File: src/rtl/uart_tx_queue.sv
// Purpose     : byte FIFO plus launch FSM feeding the UART transmitter; CPU writes
//               push bytes, the FSM pops one at a time and fires a one-cycle start strobe.
// Latency     : a byte pushed on edge N into an empty queue with the transmitter idle
//               is launched on edge N+1 (strobe and data registered together).
// Backpressure: waits for tx_busy to rise and fall before the next launch; pushes into a
//               full queue are dropped unless a pop happens on the same edge.
//
// Ports:
//   clk, reset            - system clock; asynchronous active-high reset
//   wr_en, wr_data        - one-cycle push request and byte from the CPU bus
//   tx_busy               - transmitter busy, high from start acceptance through stop bit
//   tx_strobe_start       - one-cycle launch pulse to the transmitter
//   tx_parallel_data_out  - registered byte for the transmitter, stable until the next pop
//   status_full/empty     - occupancy == DEPTH / occupancy == 0
//   status_count          - current occupancy (CNT_W bits)
//   status_overflow       - sticky dropped-write flag, cleared by ovf_clear
//
// Build option: define UART_TX_QUEUE_OVERFLOW_EN to enable the sticky overflow flag.
// Without it status_overflow is tied low and ovf_clear is ignored; drops behave the same.

module uart_tx_queue #(
  parameter int DATA_WIDTH = 8,
  parameter int DEPTH      = 4,                  // power of two, >= 2
  parameter int CNT_W      = $clog2(DEPTH) + 1   // derived; leave at default
) (
  input  logic                  clk,
  input  logic                  reset,
  input  logic                  wr_en,
  input  logic [DATA_WIDTH-1:0] wr_data,
  input  logic                  tx_busy,
  output logic                  tx_strobe_start,
  output logic [DATA_WIDTH-1:0] tx_parallel_data_out,
  output logic                  status_full,
  output logic                  status_empty,
  output logic [CNT_W-1:0]      status_count,
  output logic                  status_overflow,
  input  logic                  ovf_clear
);

  localparam int               PTR_W   = $clog2(DEPTH);
  localparam logic [CNT_W-1:0] DEPTH_C = CNT_W'(DEPTH);

  typedef enum logic [1:0] {
    S_IDLE      = 2'd0,
    S_WAIT_BUSY = 2'd1,
    S_WAIT_DONE = 2'd2
  } state_t;

  state_t                state_q, state_d;
  logic [PTR_W-1:0]      wr_ptr_q, wr_ptr_d;
  logic [PTR_W-1:0]      rd_ptr_q, rd_ptr_d;
  logic [CNT_W-1:0]      count_q, count_d;
  logic                  strobe_q, strobe_d;
  logic [DATA_WIDTH-1:0] data_q, data_d;
  logic [DATA_WIDTH-1:0] mem_q [DEPTH];
  logic [DATA_WIDTH-1:0] mem_d [DEPTH];

  logic full;
  logic empty;
  logic pop;
  logic push;
  logic drop;

  // ---------------------------------------------------------------------------
  // Queue control
  // ---------------------------------------------------------------------------
  assign full  = (count_q == DEPTH_C);
  assign empty = (count_q == '0);

  // Pop only looks at registered occupancy, so a byte pushed into an empty queue
  // is never bypassed straight to the transmitter; it launches one edge later.
  assign pop  = (state_q == S_IDLE) && !empty && !tx_busy;

  // A pop on the same edge frees the head slot, so a push at full still lands.
  assign push = wr_en && (!full || pop);
  assign drop = wr_en && !push;

  always_comb begin
    wr_ptr_d = wr_ptr_q;
    rd_ptr_d = rd_ptr_q;
    count_d  = count_q;
    strobe_d = 1'b0;
    data_d   = data_q;
    mem_d    = mem_q;

    if (push) begin
      mem_d[wr_ptr_q] = wr_data;
      wr_ptr_d        = wr_ptr_q + PTR_W'(1);
    end

    // Reads the pre-edge storage, so a push-at-full writing the head slot
    // cannot corrupt the byte being launched.
    if (pop) begin
      data_d   = mem_q[rd_ptr_q];
      rd_ptr_d = rd_ptr_q + PTR_W'(1);
      strobe_d = 1'b1;
    end

    unique case ({push, pop})
      2'b10:   count_d = count_q + CNT_W'(1);
      2'b01:   count_d = count_q - CNT_W'(1);
      default: count_d = count_q;
    endcase
  end

  // ---------------------------------------------------------------------------
  // Launch FSM: next-state logic
  // ---------------------------------------------------------------------------
  always_comb begin
    state_d = state_q;
    unique case (state_q)
      S_IDLE: begin
        if (pop) state_d = S_WAIT_BUSY;
      end
      // The transmitter raises busy a cycle or more after the strobe; waiting for
      // the rising edge first keeps a stale low busy from re-launching early.
      S_WAIT_BUSY: begin
        if (tx_busy) state_d = S_WAIT_DONE;
      end
      S_WAIT_DONE: begin
        if (!tx_busy) state_d = S_IDLE;
      end
      default: state_d = S_IDLE;
    endcase
  end

  // ---------------------------------------------------------------------------
  // Registers
  // ---------------------------------------------------------------------------
  always_ff @(posedge clk or posedge reset) begin
    if (reset) begin
      state_q  <= S_IDLE;
      wr_ptr_q <= '0;
      rd_ptr_q <= '0;
      count_q  <= '0;
      strobe_q <= 1'b0;
      data_q   <= '0;
    end else begin
      state_q  <= state_d;
      wr_ptr_q <= wr_ptr_d;
      rd_ptr_q <= rd_ptr_d;
      count_q  <= count_d;
      strobe_q <= strobe_d;
      data_q   <= data_d;
    end
  end

  // Storage is not reset: contents are only ever read behind a valid count.
  always_ff @(posedge clk) begin
    mem_q <= mem_d;
  end

  // ---------------------------------------------------------------------------
  // Sticky overflow flag
  // ---------------------------------------------------------------------------
`ifdef UART_TX_QUEUE_OVERFLOW_EN
  logic ovf_q, ovf_d;

  // A drop in the same cycle as a clear keeps the flag set so no drop goes unseen.
  always_comb begin
    ovf_d = ovf_q;
    if (drop) begin
      ovf_d = 1'b1;
    end else if (ovf_clear) begin
      ovf_d = 1'b0;
    end
  end

  always_ff @(posedge clk or posedge reset) begin
    if (reset) begin
      ovf_q <= 1'b0;
    end else begin
      ovf_q <= ovf_d;
    end
  end

  assign status_overflow = ovf_q;
`else
  logic unused_ovf_inputs;
  assign unused_ovf_inputs = ovf_clear ^ drop;
  assign status_overflow   = 1'b0;
`endif

  // ---------------------------------------------------------------------------
  // Outputs
  // ---------------------------------------------------------------------------
  assign tx_strobe_start      = strobe_q;
  assign tx_parallel_data_out = data_q;
  assign status_full          = full;
  assign status_empty         = empty;
  assign status_count         = count_q;

endmodule

File: config.mk
export PLATFORM = sky130hd
export DESIGN_NAME = uart_tx_queue
export DESIGN_NICKNAME = d
export VERILOG_FILES = /design/src/rtl/uart_tx_queue.sv
export SDC_FILE = /design/constraint.sdc
export NUM_CORES = 1
export LEC_CHECK = 0
export ABC_AREA = 1
export BUFFER_PORTS_ARGS = -buffer_cell sky130_fd_sc_hd__buf_4
export CAP_MARGIN = 0
export CORE_MARGIN = 2
export CORE_UTILIZATION = 59
export CTS_BUF_LIST = sky130_fd_sc_hd__clkbuf_8
export CTS_CLUSTER_SIZE = 40
export DETAILED_ROUTE_END_ITERATION = 10
export PLACE_DENSITY = 0.81
export SLEW_MARGIN = 40
export SYNTH_ARGS = -nofsm -noshare
export SYNTH_HDL_FRONTEND = slang
export SYNTH_SLANG_ARGS = --single-unit
File: constraint.sdc
create_clock -name clk -period 2.1 [get_ports clk]
set_input_delay 0.21 -clock clk [delete_from_list [all_inputs] [get_ports clk]]
set_output_delay 0.21 -clock clk [all_outputs]
set_load 0.005 [all_outputs]
# ---- Word-level counts from Yosys, hierarchy flattened
# Cells that the tools add are included.
dict set report totals {
  ff_bits 50
  output_inout_bits 15
  word_cells 51
}
dict set report classes {
  addsub 4
  n_lt_le_gt_ge 3
  n_eq_ne 8
  mux 12
  bitwise 2
  n_reduce_logical 12
}
# operator count
set op_table {}
lappend op_table {{32-bit bitwise mux} 1}
lappend op_table {{8-bit two-way mux} 3}
lappend op_table {{8-bit binary-select mux with 2-bit select} 1}
lappend op_table {{8-bit demux with 2-bit select} 1}
lappend op_table {{3-bit greater-or-equal comparator, second input constant} 2}
lappend op_table {{2-bit two-way mux} 3}
lappend op_table {{2-bit inequality test, second input constant} 3}
lappend op_table {{2-bit inverter with 3-bit output} 2}
lappend op_table {{2-bit case mux with 3 select lines} 1}
lappend op_table {{3-bit case mux with 2 select lines} 1}
lappend op_table {{2-bit by 1-bit adder with 2-bit output, second input constant} 2}
lappend op_table {{2-bit by 1-bit == test with 1-bit output, second input constant} 2}
lappend op_table {{2-bit == test, second input constant} 2}
lappend op_table {{1-bit logical AND} 4}
lappend op_table {{3-bit by 1-bit adder with 3-bit output, second input constant} 1}
lappend op_table {{3-bit == test, second input constant} 1}
lappend op_table {{1-bit logical NOT} 3}
lappend op_table {{3-bit logical NOT} 1}
lappend op_table {{3-bit by 1-bit < comparator with 1-bit output, second input constant} 1}
lappend op_table {{3-bit AND reduction} 1}
lappend op_table {{3-bit by 1-bit subtractor with 3-bit output, second input constant} 1}
lappend op_table {{2-bit logical NOT} 1}
lappend op_table {{2-bit nonzero test} 1}
lappend op_table {{1-bit logical OR} 1}
lappend op_table {{1-bit two-way mux} 1}

# ---- Logic depth before layout (Yosys ltp)
# Gate-level depths: netlist (run 1).
dict set report logic_depth {
  depth_word 8
  mapped_depth 12
  ltp_nobuf 12
}

# ---- Least setup slack after synthesis (run 1)
# Ideal clock, no wire load.
dict set report synth_timing {
  kind {register to register}
  startpoint {register count_q[0] (netlist: status_count[0])}
  endpoint {register count_q[2] (netlist: status_count[2])}
  setup_time_ns 0.123
  t_arrival_ns 1.802
  required_time_ns 1.977
  slack_ns 0.175
  path_stages_with_launch 12
  period_less_slack_ns 1.925
  cell_sequence {dfrtp_1 -> inv_1 -> nand2_1 -> nor2_1 -> nand2_1 -> nand2_2 -> ha_1 -> inv_1 -> fa_1 -> nand2_1 -> nand3b_1 -> xor2_1}
}
dict set report synth_between {
  word_cells_on_any_way 14
}
# item line_no
set synth_rtl {}
lappend synth_rtl {{start, declared} 52} ;# logic [CNT_W-1:0] count_q, count_d;
lappend synth_rtl {{start signal, assigned} 142} ;# count_q <= count_d;
lappend synth_rtl {{3-bit == test (*)} 67} ;# assign full = (count_q == DEPTH_C);
lappend synth_rtl {{net status_full} 33} ;# output logic status_full,
lappend synth_rtl {{1-bit logical NOT (*)} 75} ;# assign push = wr_en && (!full || pop);
lappend synth_rtl {{1-bit logical OR (*)} 75}
lappend synth_rtl {{1-bit logical AND (*)} 75}
lappend synth_rtl {{2-bit by 1-bit == test with 1-bit output or 2-bit == test (tied branches)} 99} ;# unique case ({push, pop})
lappend synth_rtl {{3-bit case mux with 2 select lines or 2-bit nonzero test (tied branches)} -}
# Mark *: on every way through the listed nets, which the timed path passes. The rest lies on a longest branch.
# A chain may end at the register's enable or synchronous reset.

# ---- Final worst setup path (run 1)
dict set report layout_timing {
  startpoint {register count_q[0] (netlist: status_count[0])}
  endpoint {register count_q[2] (netlist: status_count[2])}
}
dict set report layout_between {
  elab_chain_len 8
  word_cells_on_any_way 14
}
# item line_no
set layout_rtl {}
lappend layout_rtl {{3-bit logical NOT} 68} ;# assign empty = (count_q == '0);
lappend layout_rtl {{1-bit logical NOT} 72} ;# assign pop = (state_q == S_IDLE) && !empty && !tx_busy;
lappend layout_rtl {{1-bit logical AND (2 in a row)} 72}
lappend layout_rtl {{1-bit logical OR} 75}
lappend layout_rtl {{1-bit logical AND} 75}
lappend layout_rtl {{2-bit by 1-bit == test with 1-bit output or 2-bit == test (tied branches)} 99}
lappend layout_rtl {{3-bit case mux with 2 select lines or 2-bit nonzero test (tied branches)} -}
# Parallel ways exist; a longest one is shown, timed or not.

==> results.tsv, run 1 <==
stage	metric	value	unit
pwr	p_leak	1.24	nW
layout	final_nets	272	
layout	diodes	0	
cts	clkSlewWorstSetupHoldPaths	90	ps
synth	synth_nets	238	
cts	numCtsBuffers	5	
run_status	status	complete, no violations	
layout	drive_gt1_share	18.1	%
synth	syn_avg_cell_area	10.0	µm²
sta	worstMarginPinSlew	697	ps
floorplanning	ios	28	
synth	netlist_instances	219	
sta	tns	0	ps
pwr	swShare	34.5	%
sta	setup_viol_count_final	0	
synth	yosysWarnings	0	
pwr	netSwitchingPower	0.00119	W
sta	hold_viol	0	
synth	synth_cell_type_count	21	
critical_path	worstSetupPathType	flop to flop	
drt	num_vias	1437	
layout	area_delta_synth_final	16.8	%
sta	hold-worst-slack	16.3	ps
placed_design	place_congestion	0.687	
cts	cts_buffer_depth	2	
synth	synth_area	2200	µm²
floorplanning	fp.dieArea	4230	µm²
sta	fin_crit_sh	92.0	%
global_route	grtUsageTotal	19.2	%
critical_path	crit_arrival	2130	ps
global_route	grt_max_degree	19	
pwr	power.internal	0.00227	W
cts	root_buffer	clkbuf_8	
pwr	power_density	1350	nW/µm²
drt	drtIter0Drc	74	
global_route	grt_pass1_vias	1308	
drt	vias_per_cell	4.76	
critical_path	worstPathMaxFanout	3	
sta	slew_headroom	53.5	%
floorplanning	row_count	22	
floorplanning	start_util	60.5	%
sta	finClkSkew	9.04	ps
placed_design	post-dp-hpwl	2.43	mm
run	cap_violations	0	
floorplanning	core	3630	µm²
critical_path	critPathCaptureType	flop	
placed_design	placement.io_buffers	25	
drt	routed_wl	3.66	mm
floorplanning	die_w	65.1	µm
floorplanning	die_h	65.1	µm
cts	cts_tree	done	
global_route	antenna_found_initial	0	
pwr	power_frac_seq	45.2	%
sta	clock.fmax	0.518	GHz
layout	post-route-util	70.7	%
hold_path	hold_class	primary input to async pin	
critical_path	cp.required	2290	ps
drt	dr.pass1.iters	4	
global_route	grt_overflow	0	
synth	ys_seq_elements	50	
critical_path	cp-start-kind	flop	
synth	yosysSeqAreaShare	64.2	%
pwr	ir_worst_vdd	631	µV
drt	drc_errors	0	
pwr	clkPwrFrac	18.5	%
sta	fin_crit	1930	ps
cts	clkLatencyLatePin	300	ps
pwr	total_power	0.00346	W
global_route	grt_pass1_wl	5.82	mm
cts	cts.sinks	50	
cts	htree_num_levels	2	
drt	ant_nets	0	
sta	slew_violations	0	
drt	wl_per_cell	12.1	µm
pwr	comb_power_share	36.3	%
cts	hold_buffers	0	
layer usage:
metal / part of all wire [%] / GRT usage, %
met1: 41 / 21.3
met5: 0 / 0
met4: 1.9 / 8.59
met2: 52 / 34.3
met3: 4.8 / 5.38
flip-flops by register name, summed over array words and instances, names as in the netlist:
register,cells
mem_q,32
tx_parallel_data_out,8
status_count,3
rd_ptr_q,2
state_q,2
wr_ptr_q,2
tx_strobe_start,1
synthesized netlist by cell type (all sizes together):
master / number / area (µm²)
nand3: 12 / 60.1
or2: 8 / 50.1
dfrtp: 18 / 450
edfxtp: 32 / 961
xnor2: 2 / 17.5
inv: 32 / 123
nand3b: 1 / 7.51
conb: 1 / 3.75
a21oi: 1 / 5.00
buf: 7 / 55.1
fa: 1 / 20.0
xor2: 1 / 8.76
nand2: 72 / 273
o21ai: 4 / 20.0
nor2: 22 / 82.6
ha: 5 / 62.6
repair_timing:
| item | CTS | global route |
|---|---|---|
| endpoints found under the hold margin | 0 | 0 |
| setup buffers | 0 | 2 |
| gates resized for setup | 0 | 3 |
| setup endpoints to repair | 0 | 1 |
worst max-delay path, cell delays in order (launching register included):
cell and delay, ps:
dfrtp_1 420, inv_2 90, nand2_1 60, nor2_2 110
nand2_1 110, nand2_2 110, ha_1 160, inv_1 60
fa_1 380, nand2_1 90, nand3b_1 90, xor2_1 140
area by class of cell:
cell class / count / area, µm²
fillers: 283 / 1060
clock buffers: 5 / 68.8
well taps: 48 / 60.1
repair buffers: 34 / 255
multi-input cells: 130 / 613
inverters: 32 / 123
clock inverters: 3 / 37.5
flip-flops and latches: 50 / 1410
cell families after synthesis:
logic type      count (synthesis)  synth area share (%)
xor+xnor                        3                  1.19
simple gates                  115                  21.5
buf+inv                        39                  8.08
other cells                     1                 0.170
fa+ha+maj                       6                  3.75
flops                          50                  64.2
compound gates                  5                  1.14
cell usage in the layout, fill, tap and decap left out, types with 2 or more instances in the layout:
cell / synthesis / routed
or2_0: 8 / 8
inv_2: 1 / 3
nand2_1: 71 / 71
buf_4: 3 / 34
ha_1: 5 / 5
edfxtp_1: 32 / 32
nor2_1: 22 / 21
o21ai_0: 4 / 4
inv_1: 30 / 30
xnor2_1: 2 / 2
dfrtp_1: 18 / 18
nand3_1: 12 / 12
clkbuf_8: 0 / 5
worst paths after layout:
| path | slack [ps] | from | end | cells past startpoint |
|---|---|---|---|---|
| min in group clk | 100 | wr_data[4] | mem_q[4] | 1 |
| max reg2reg | 170 | status_count[0] | status_count[2] | 11 |
| max | 170 | status_count[0] | status_count[2] | 11 |
| min reg2reg | 480 | tx_parallel_data_out[5] | tx_parallel_data_out[5] | 2 |
| max in group asynchronous | 1630 | reset | tx_parallel_data_out[5] | 2 |
| min | 20 | reset | tx_parallel_data_out[3] | 2 |
through the flow:
step,cells,instance area (µm²),setup slack [ps]
2_1_floorplan,219,2200,175
3_3_place_gp,292,2440,159
3_5_place_dp,292,2440,39.9
4_1_cts,300,2550,28.5
5_1_grt,302,2570,-17.7
6_report,302,2570,168
power groups by stage:
| stage | clock (W) | combinational, W | sequential (W) |
|---|---|---|---|
| 2_1_floorplan | 0 | 0.000894 | 0.00149 |
| 4_1_cts | 0.000654 | 0.00124 | 0.00156 |
| 3_5_place_dp | 0 | 0.00123 | 0.00158 |
| 5_1_grt | 0.000688 | 0.00145 | 0.00160 |
| 3_3_place_gp | 0 | 0.00119 | 0.00157 |
| 6_report | 0.000640 | 0.00125 | 0.00156 |
Power figures use the tool's default switching activity.
==> run 2, diff against run 1 <==
ABC_AREA = 0   (was 1)
CORE_UTILIZATION = 53   (was 59)
HOLD_SLACK_MARGIN = 0.03   (was unset)
PLACE_DENSITY = 0.77   (was 0.81)
clock period = 1.6 ns   (was 2.1 ns; I/O delays follow)
==> results.tsv, run 2 <==
stage	metric	value	unit	change
run_status	status	finished, violations left		was complete, no violations
run_status	violations	setup timing		
global_route	grt_max_degree	18		was 19
layout	drive_gt1_share	52.3	%	was 18.1%
layout	regMostFlops	mem_q		unchanged
cts	clkSlewWorstSetupHoldPaths	90	ps	about the same
floorplanning	die_h	66.0	µm	was 65.1 µm
layout	mostFrequentLayoutCells	36 x buf_4, 32 x edfxtp_1, 18 x dfrtp_1		was 71 x nand2_1, 34 x buf_4, 32 x edfxtp_1
sta	layout_setup_ws	-345	ps	was 168 ps
critical_path	cp.required	1780	ps	was 2290 ps
critical_path	slowest_delay	440	ps	was 420 ps
critical_path	crit_slowest_cell	dfrtp_1		unchanged
synth	ys.flop_type	edfxtp_1		unchanged
sta	slew_violations	0		unchanged
synth	synthTopCellsByCount	32 x edfxtp_1, 18 x dfrtp_1, 9 x inv_1, 8 x mux2_2, 8 x mux4_2		was 71 x nand2_1, 32 x edfxtp_1, 30 x inv_1, 22 x nor2_1, 18 x dfrtp_1
sta	fin_crit_sh	122	%	was 92.0%
placed_design	dp_slack	-344	ps	was 39.9 ps
layout	diodes	0		unchanged
floorplanning	row_count	22		unchanged
critical_path	r2r_start	state_q[0]		was status_count[0]
sta	setup_viol_count_final	34		was 0
critical_path	cp-start-kind	flop		unchanged
synth	synth_nets	128		was 238
layout	area_delta_synth_final	26.0	%	was 16.8%
drt	vias_per_cell	5.16		was 4.76
cts	cts_buffer_depth	2		unchanged
pwr	ir_worst_vdd	1150	µV	was 631 µV
drt	routed_wl	3.41	mm	was 3.66 mm
sta	fin_crit	1950	ps	was 1930 ps
layout	n_fill_cell	253		was 283
synth	yosysTopAreaCell	edfxtp_1		unchanged
critical_path	worstPathMaxFanout	3		unchanged
hold_path	hold_class	primary input to flop		was primary input to async pin
synth	ys_seq_elements	50		unchanged
global_route	antenna_found_initial	0		unchanged
sta	finClkSkew	9.61	ps	was 9.04 ps
floorplanning	die_w	66.0	µm	was 65.1 µm
cts	cts.sinks	50		unchanged
critical_path	crit_family	simple AND/OR/NAND/NOR gates		unchanged
placed_design	dpl.cell_count	192		was 292
synth	synth-edff-count	32		unchanged
sta	hold_viol	0		unchanged
run	cap_violations	0		unchanged
global_route	grt_overflow	0		unchanged
layout	final_nets	173		was 272
hold_path	hold_path_end	mem_q[19]		
synth	yosysSeqAreaShare	69.4	%	was 64.2%
drt	dr.pass1.iters	4		unchanged
critical_path	worstSetupPathType	flop to flop		unchanged
layout	largest_reg_flops	32		unchanged
layout	finalNonFillerCells	203		was 302
cts	numCtsBuffers	5		unchanged
global_route	grt_pass1_wl	5.45	mm	was 5.82 mm
floorplanning	core	3690	µm²	was 3630 µm²
pwr	power_density	1820	nW/µm²	was 1350 nW/µm²
floorplanning	start_util	55.2	%	was 60.5%
drt	drtIter0Drc	38		was 74
layout	multiInputGateArea	604	µm²	was 613 µm²
placed_design	placement.io_buffers	25		unchanged
drt	num_vias	1047		was 1,437
layout	mostFrequentLayoutCell	buf_4		was nand2_1
sta	rsz0062_at_grt	yes		
placed_design	post-dp-hpwl	2.33	mm	was 2.43 mm
synth	synthTopCellsByArea	edfxtp_1 47%, dfrtp_1 22%, mux4_2 8.9%		was edfxtp_1 44%, dfrtp_1 20%, nand2_1 12%
critical_path	crit_chain	or3_4, a21boi_4, inv_2, ha_4, inv_2, fa_2, xor2_1, nor2_1, xor2_1		was inv_2, nand2_1, nor2_2, nand2_1, nand2_2, ha_1, inv_1, fa_1, nand2_1, nand3b_1, xor2_1
critical_path	r2r_setup_slack	-350	ps	was 170 ps
placed_design	place_congestion	0.777		was 0.687
synth	synth.most_common_cell	edfxtp_1		was nand2_1
synth	yosys.area.top_type_share	47.2	%	was 43.7%
hold_path	hp-start	wr_data[3]		
pwr	p_leak	1.04	nW	was 1.24 nW
synth	syn_avg_cell_area	18.7	µm²	was 10.0 µm²
synth	netlist_instances	109		was 219
layout	layout.area.seq	1410	µm²	unchanged
critical_path	critPathCaptureType	flop		unchanged
floorplanning	ios	28		unchanged
critical_path	worst_r2r_endpoint	status_count[2]		unchanged
cts	root_buffer	clkbuf_8		unchanged
drt	drc_errors	0		unchanged
cts	htree_num_levels	2		unchanged
critical_path	worstRegToRegCells	9		was 11
hold_path	min_path_cells	1		
critical_path	crit_arrival	2130	ps	about the same
floorplanning	fp.dieArea	4350	µm²	was 4230 µm²
drt	ant_nets	0		unchanged
critical_path	critPathBufInv	2		unchanged
drt	wl_per_cell	16.8	µm	was 12.1 µm
global_route	grtUsageTotal	17.7	%	was 19.2%
cts	clkLatencyLatePin	300	ps	about the same
global_route	grt_pass1_vias	1110		was 1,308
synth	yosysWarnings	0		unchanged
synth	synth_async_sr_flop_share	36.0	%	unchanged
synth	synth_area	2030	µm²	was 2200 µm²
sta	clock.fmax	0.514	GHz	was 0.518 GHz
cts	cts_tree	done		unchanged
synth	synth_cell_type_count	24		was 21
[run 2: changes by cell type after synthesis, sizes merged, moves of 2 or more]
cell,change
or2,-8
nand3,-11
or3,+2
mux2,+9
buf,-4
and2,+5
mux4,+8
nor2,-20
o21ai,-4
xnor2,+2
nand2,-71
nor3,+2
inv,-23
xor2,+2
[run 2: per-layer routing]
layer / up-vias / track usage [%] / wire length [µm]
met1: 539 / 23.2 / 1490
met3: 5 / 4.43 / 134
li1: 480 / - / -
met2: 23 / 28.5 / 1740
met5: - / 0 / 0
met4: 0 / 6.89 / 46
[run 2: what timing repair did]
| action | CTS | global route |
|---|---|---|
| resized for setup | 5 | 9 |
| gates cloned | 0 | 0 |
| endpoints found under the hold margin | 4 | 0 |
| pin swaps | 5 | 10 |
| endpoints found under the setup margin | 34 | 37 |
| buffers inserted | 1 | 3 |
| hold buffers | 1 | 0 |
[run 2: power by group]
| group | leakage, nW | switching (W) | internal [W] | total (W) |
|---|---|---|---|---|
| Clock | 0.0563 | 0.000425 | 0.000476 | 0.000901 |
| Combinational | 0.479 | 0.000684 | 0.00107 | 0.00175 |
| Sequential | 0.508 | 0.000240 | 0.00178 | 0.00202 |
| Total | 1.04 | 0.00135 | 0.00333 | 0.00468 |
[run 2: how the worst max path moves through the flow]
stage	startpoint	to	slack, ps	depth (start not counted)
4_1_cts	state_q[0]	status_count[2]	-330	9
3_5_place_dp	state_q[1]	status_count[2]	-340	9
2_1_floorplan	state_q[1]	status_count[2]	-320	9
3_3_place_gp	state_q[1]	status_count[2]	-240	9
6_report	state_q[0]	status_count[2]	-350	9
5_1_grt	state_q[0]	status_count[2]	-430	9
[run 2: cells by family after synthesis]
kind of cell               after synthesis  synth area share, %
buffers and inverters                   12                 2.77
muxes                                   18                 14.5
xor gates and xnor gates                 7                 3.01
and+or+nand+nor                         14                 5.17
other                                    1                0.184
AOI/OAI and AO/OA                        1                0.923
DFF                                     50                 69.4
adders and majority gates                6                 4.06
[run 2: final cells by class]
type | instances | area share, %
clock inverter | 3 | 1.90
sequential | 50 | 55.1
tap | 48 | 2.34
timing repair buffer | 41 | 13.0
multi-input combinational | 47 | 23.6
inverter | 9 | 1.42
clock buffer | 5 | 2.68
[run 2: stage by stage]
stage	hold WS (ps)	utilization (%)	area (µm²)	power, W	setup TNS (ps)
6_report	54.2	69.5	2560	0.00468	-3820
3_3_place_gp	74.3	64.6	2380	0.00361	-3560
3_5_place_dp	87.2	64.6	2380	0.00370	-4310
4_1_cts	45.4	68.4	2520	0.00463	-2840
5_1_grt	40.2	69.5	2560	0.00497	-5960
2_1_floorplan	98.6	-	2050	0.00299	-584
[run 2: worst reg2reg max path: stages (launching register included)]
cell      delay, ps
dfrtp_1         440
or3_4           420
a21boi_4        150
inv_2            60
ha_4            160
inv_2            50
fa_2            200
xor2_1          140
nor2_1           70
xor2_1          130
==> run 3, diff against run 2 <==
CORE_MARGIN = unset   (was 2)
==> results.tsv, run 3 (synthesis gave the netlist of run 2 again) <==
stage	metric	value	unit	change
run_status	status	finished, violations left		unchanged
run_status	violations	setup timing		unchanged
critical_path	r2r_setup_slack	-360	ps	was -350 ps
cts	clkSlewWorstSetupHoldPaths	90	ps	about the same
layout	drive_gt1_share	55.0	%	was 52.3%
floorplanning	start_util	55.6	%	was 55.2%
layout	post-route-util	72.1	%	was 69.5%
floorplanning	fp.dieArea	4090	µm²	was 4350 µm²
floorplanning	row_count	22		unchanged
pwr	ir_worst_vdd	1020	µV	was 1150 µV
drt	vias_per_cell	5.12		was 5.16
layout	area_delta_synth_final	29.8	%	was 26.0%
drt	dr_wl_met2	1.93	mm	was 1.74 mm
drt	routed_wl	3.38	mm	was 3.41 mm
pwr	total_power	0.00481	W	was 0.00468 W
floorplanning	core	3660	µm²	was 3690 µm²
sta	rsz0062_at_grt	yes		unchanged
critical_path	worstPathMaxFanout	3		unchanged
sta	fin_crit	1960	ps	was 1950 ps
drt	drc_errors	0		unchanged
critical_path	critPathCaptureType	flop		unchanged
cts	clkLatencyLatePin	300	ps	about the same
hold_path	min_path_cells	1		unchanged
run	cap_violations	0		unchanged
layout	fin_area	2640	µm²	was 2560 µm²
critical_path	worstSetupPathType	flop to flop		unchanged
layout	final_nets	178		was 173
global_route	grt_pass1_vias	1127		was 1,110
critical_path	worstRegToRegCells	9		unchanged
drt	num_vias	1065		was 1,047
floorplanning	die_w	64.0	µm	was 66.0 µm
sta	clock.fmax	0.510	GHz	was 0.514 GHz
sta	finClkSkew	9.43	ps	was 9.61 ps
pwr	power_density	1820	nW/µm²	about the same
drt	drtIter0Drc	12		was 38
layout	multiInputGateArea	612	µm²	was 604 µm²
drt	dr.pass1.iters	6		was 4
cts	cts.sinks	50		unchanged
floorplanning	die_h	64.0	µm	was 66.0 µm
sta	slew_headroom	52.8	%	
drt	ant_nets	0		unchanged
placed_design	post-dp-hpwl	2.20	mm	was 2.33 mm
sta	setup_viol_count_final	37		was 34
sta	hold_viol	0		unchanged
placed_design	placed_area	2380	µm²	about the same
layout	diodes	0		unchanged
global_route	grt_overflow	0		unchanged
placed_design	place_congestion	0.735		was 0.777
drt	routed.top_layer	met4		unchanged
layout	n_fill_cell	226		was 253
placed_design	dp_slack	-301	ps	was -344 ps
global_route	grt_pass1_wl	5.38	mm	was 5.45 mm
sta	slew_violations	0		unchanged
layout	regMostFlops	mem_q		unchanged
drt	m1WireLength	1.32	mm	was 1.49 mm
drt	wl_per_cell	16.3	µm	was 16.8 µm
layout	layout.area.seq	1410	µm²	about the same
cts	cts_tree	done		unchanged
critical_path	cp-start-kind	flop		unchanged
global_route	grt_max_degree	19		was 18
pwr	p_leak	1.09	nW	was 1.04 nW
cts	htree_num_levels	2		unchanged
cts	root_buffer	clkbuf_8		unchanged
sta	fin_crit_sh	123	%	was 122%
critical_path	cp.required	1780	ps	about the same
sta	worstMarginPinSlew	707	ps	
layout	largest_reg_flops	32		unchanged
layout	mostFrequentLayoutCell	buf_4		unchanged
layout	mostFrequentLayoutCells	36 x buf_4, 32 x edfxtp_1, 16 x dfrtp_1		was 36 x buf_4, 32 x edfxtp_1, 18 x dfrtp_1
cts	cts_buffer_depth	2		unchanged
cts	numCtsBuffers	5		unchanged
global_route	antenna_found_initial	0		unchanged
sta	layout_setup_ws	-361	ps	was -345 ps
drt	dr_wl_met3	99	µm	was 134 µm
critical_path	crit_arrival	2140	ps	was 2130 ps
global_route	grtUsageTotal	18.7	%	was 17.7%
floorplanning	ios	28		unchanged
placed_design	placement.io_buffers	25		unchanged
hold_path	hold_class	primary input to flop		unchanged
run 3: path summary, 6_finish.rpt:
kind                                    startpoint                 endpoint
max                                     state_q[0]          status_count[2]
min                                     wr_data[7]                mem_q[31]
max reg2reg                             state_q[0]          status_count[2]
min reg2reg                tx_parallel_data_out[1]  tx_parallel_data_out[1]
max in group asynchronous                    reset          status_count[0]
min in group asynchronous                    reset  tx_parallel_data_out[4]
run 3: worst max-delay path, cell delays in order, from the launching register on:
cell      delay [ps]
dfrtp_2          440
or3_4            390
a21boi_4         200
inv_2             60
ha_4             160
inv_2             50
fa_2             180
xor2_1           130
nor2_1            80
xor2_1           160
run 3: through the flow:
step / std cells / hold WS, ps / TNS, ps
floorplan: 109 / 98.6 / -584
global placement: 191 / 310 / -4770
detailed placement: 191 / 317 / -5610
CTS: 207 / 41.9 / -9910
global route: 208 / 47.3 / -14130
finish: 208 / 56.0 / -12040
run 3: final cells by class:
cell class / instances / area share [%]
inverters: 9 / 1.28
multi-input cells: 47 / 23.2
clock buffers: 6 / 3.13
repair buffers: 46 / 15.1
well taps: 48 / 2.27
flip-flops and latches: 50 / 53.6
clock inverters: 2 / 1.47
run 3: power breakdown:
part | internal, W | switching, W | total [W]
clock network | 0.000514 | 0.000394 | 0.000908
logic | 0.00116 | 0.000696 | 0.00186
registers | 0.00179 | 0.000261 | 0.00205
total | 0.00346 | 0.00135 | 0.00481
run 3: per-layer routing:
layer / GRT usage (%) / up-vias
li1: - / 492
met5: 0 / -
met2: 33.8 / 23
met3: 5.36 / 4
met1: 20.6 / 546
met4: 7.67 / 0
run 3: timing repair:
| item | 4_1_cts | 5_1_grt |
|---|---|---|
| endpoints found under the setup margin | 36 | 46 |
| gates resized for setup | 13 | 10 |
| pin swaps | 7 | 6 |
| setup buffers | 8 | 2 |
| endpoints found under the hold margin | 18 | 0 |
| hold buffers | 1 | 0 |
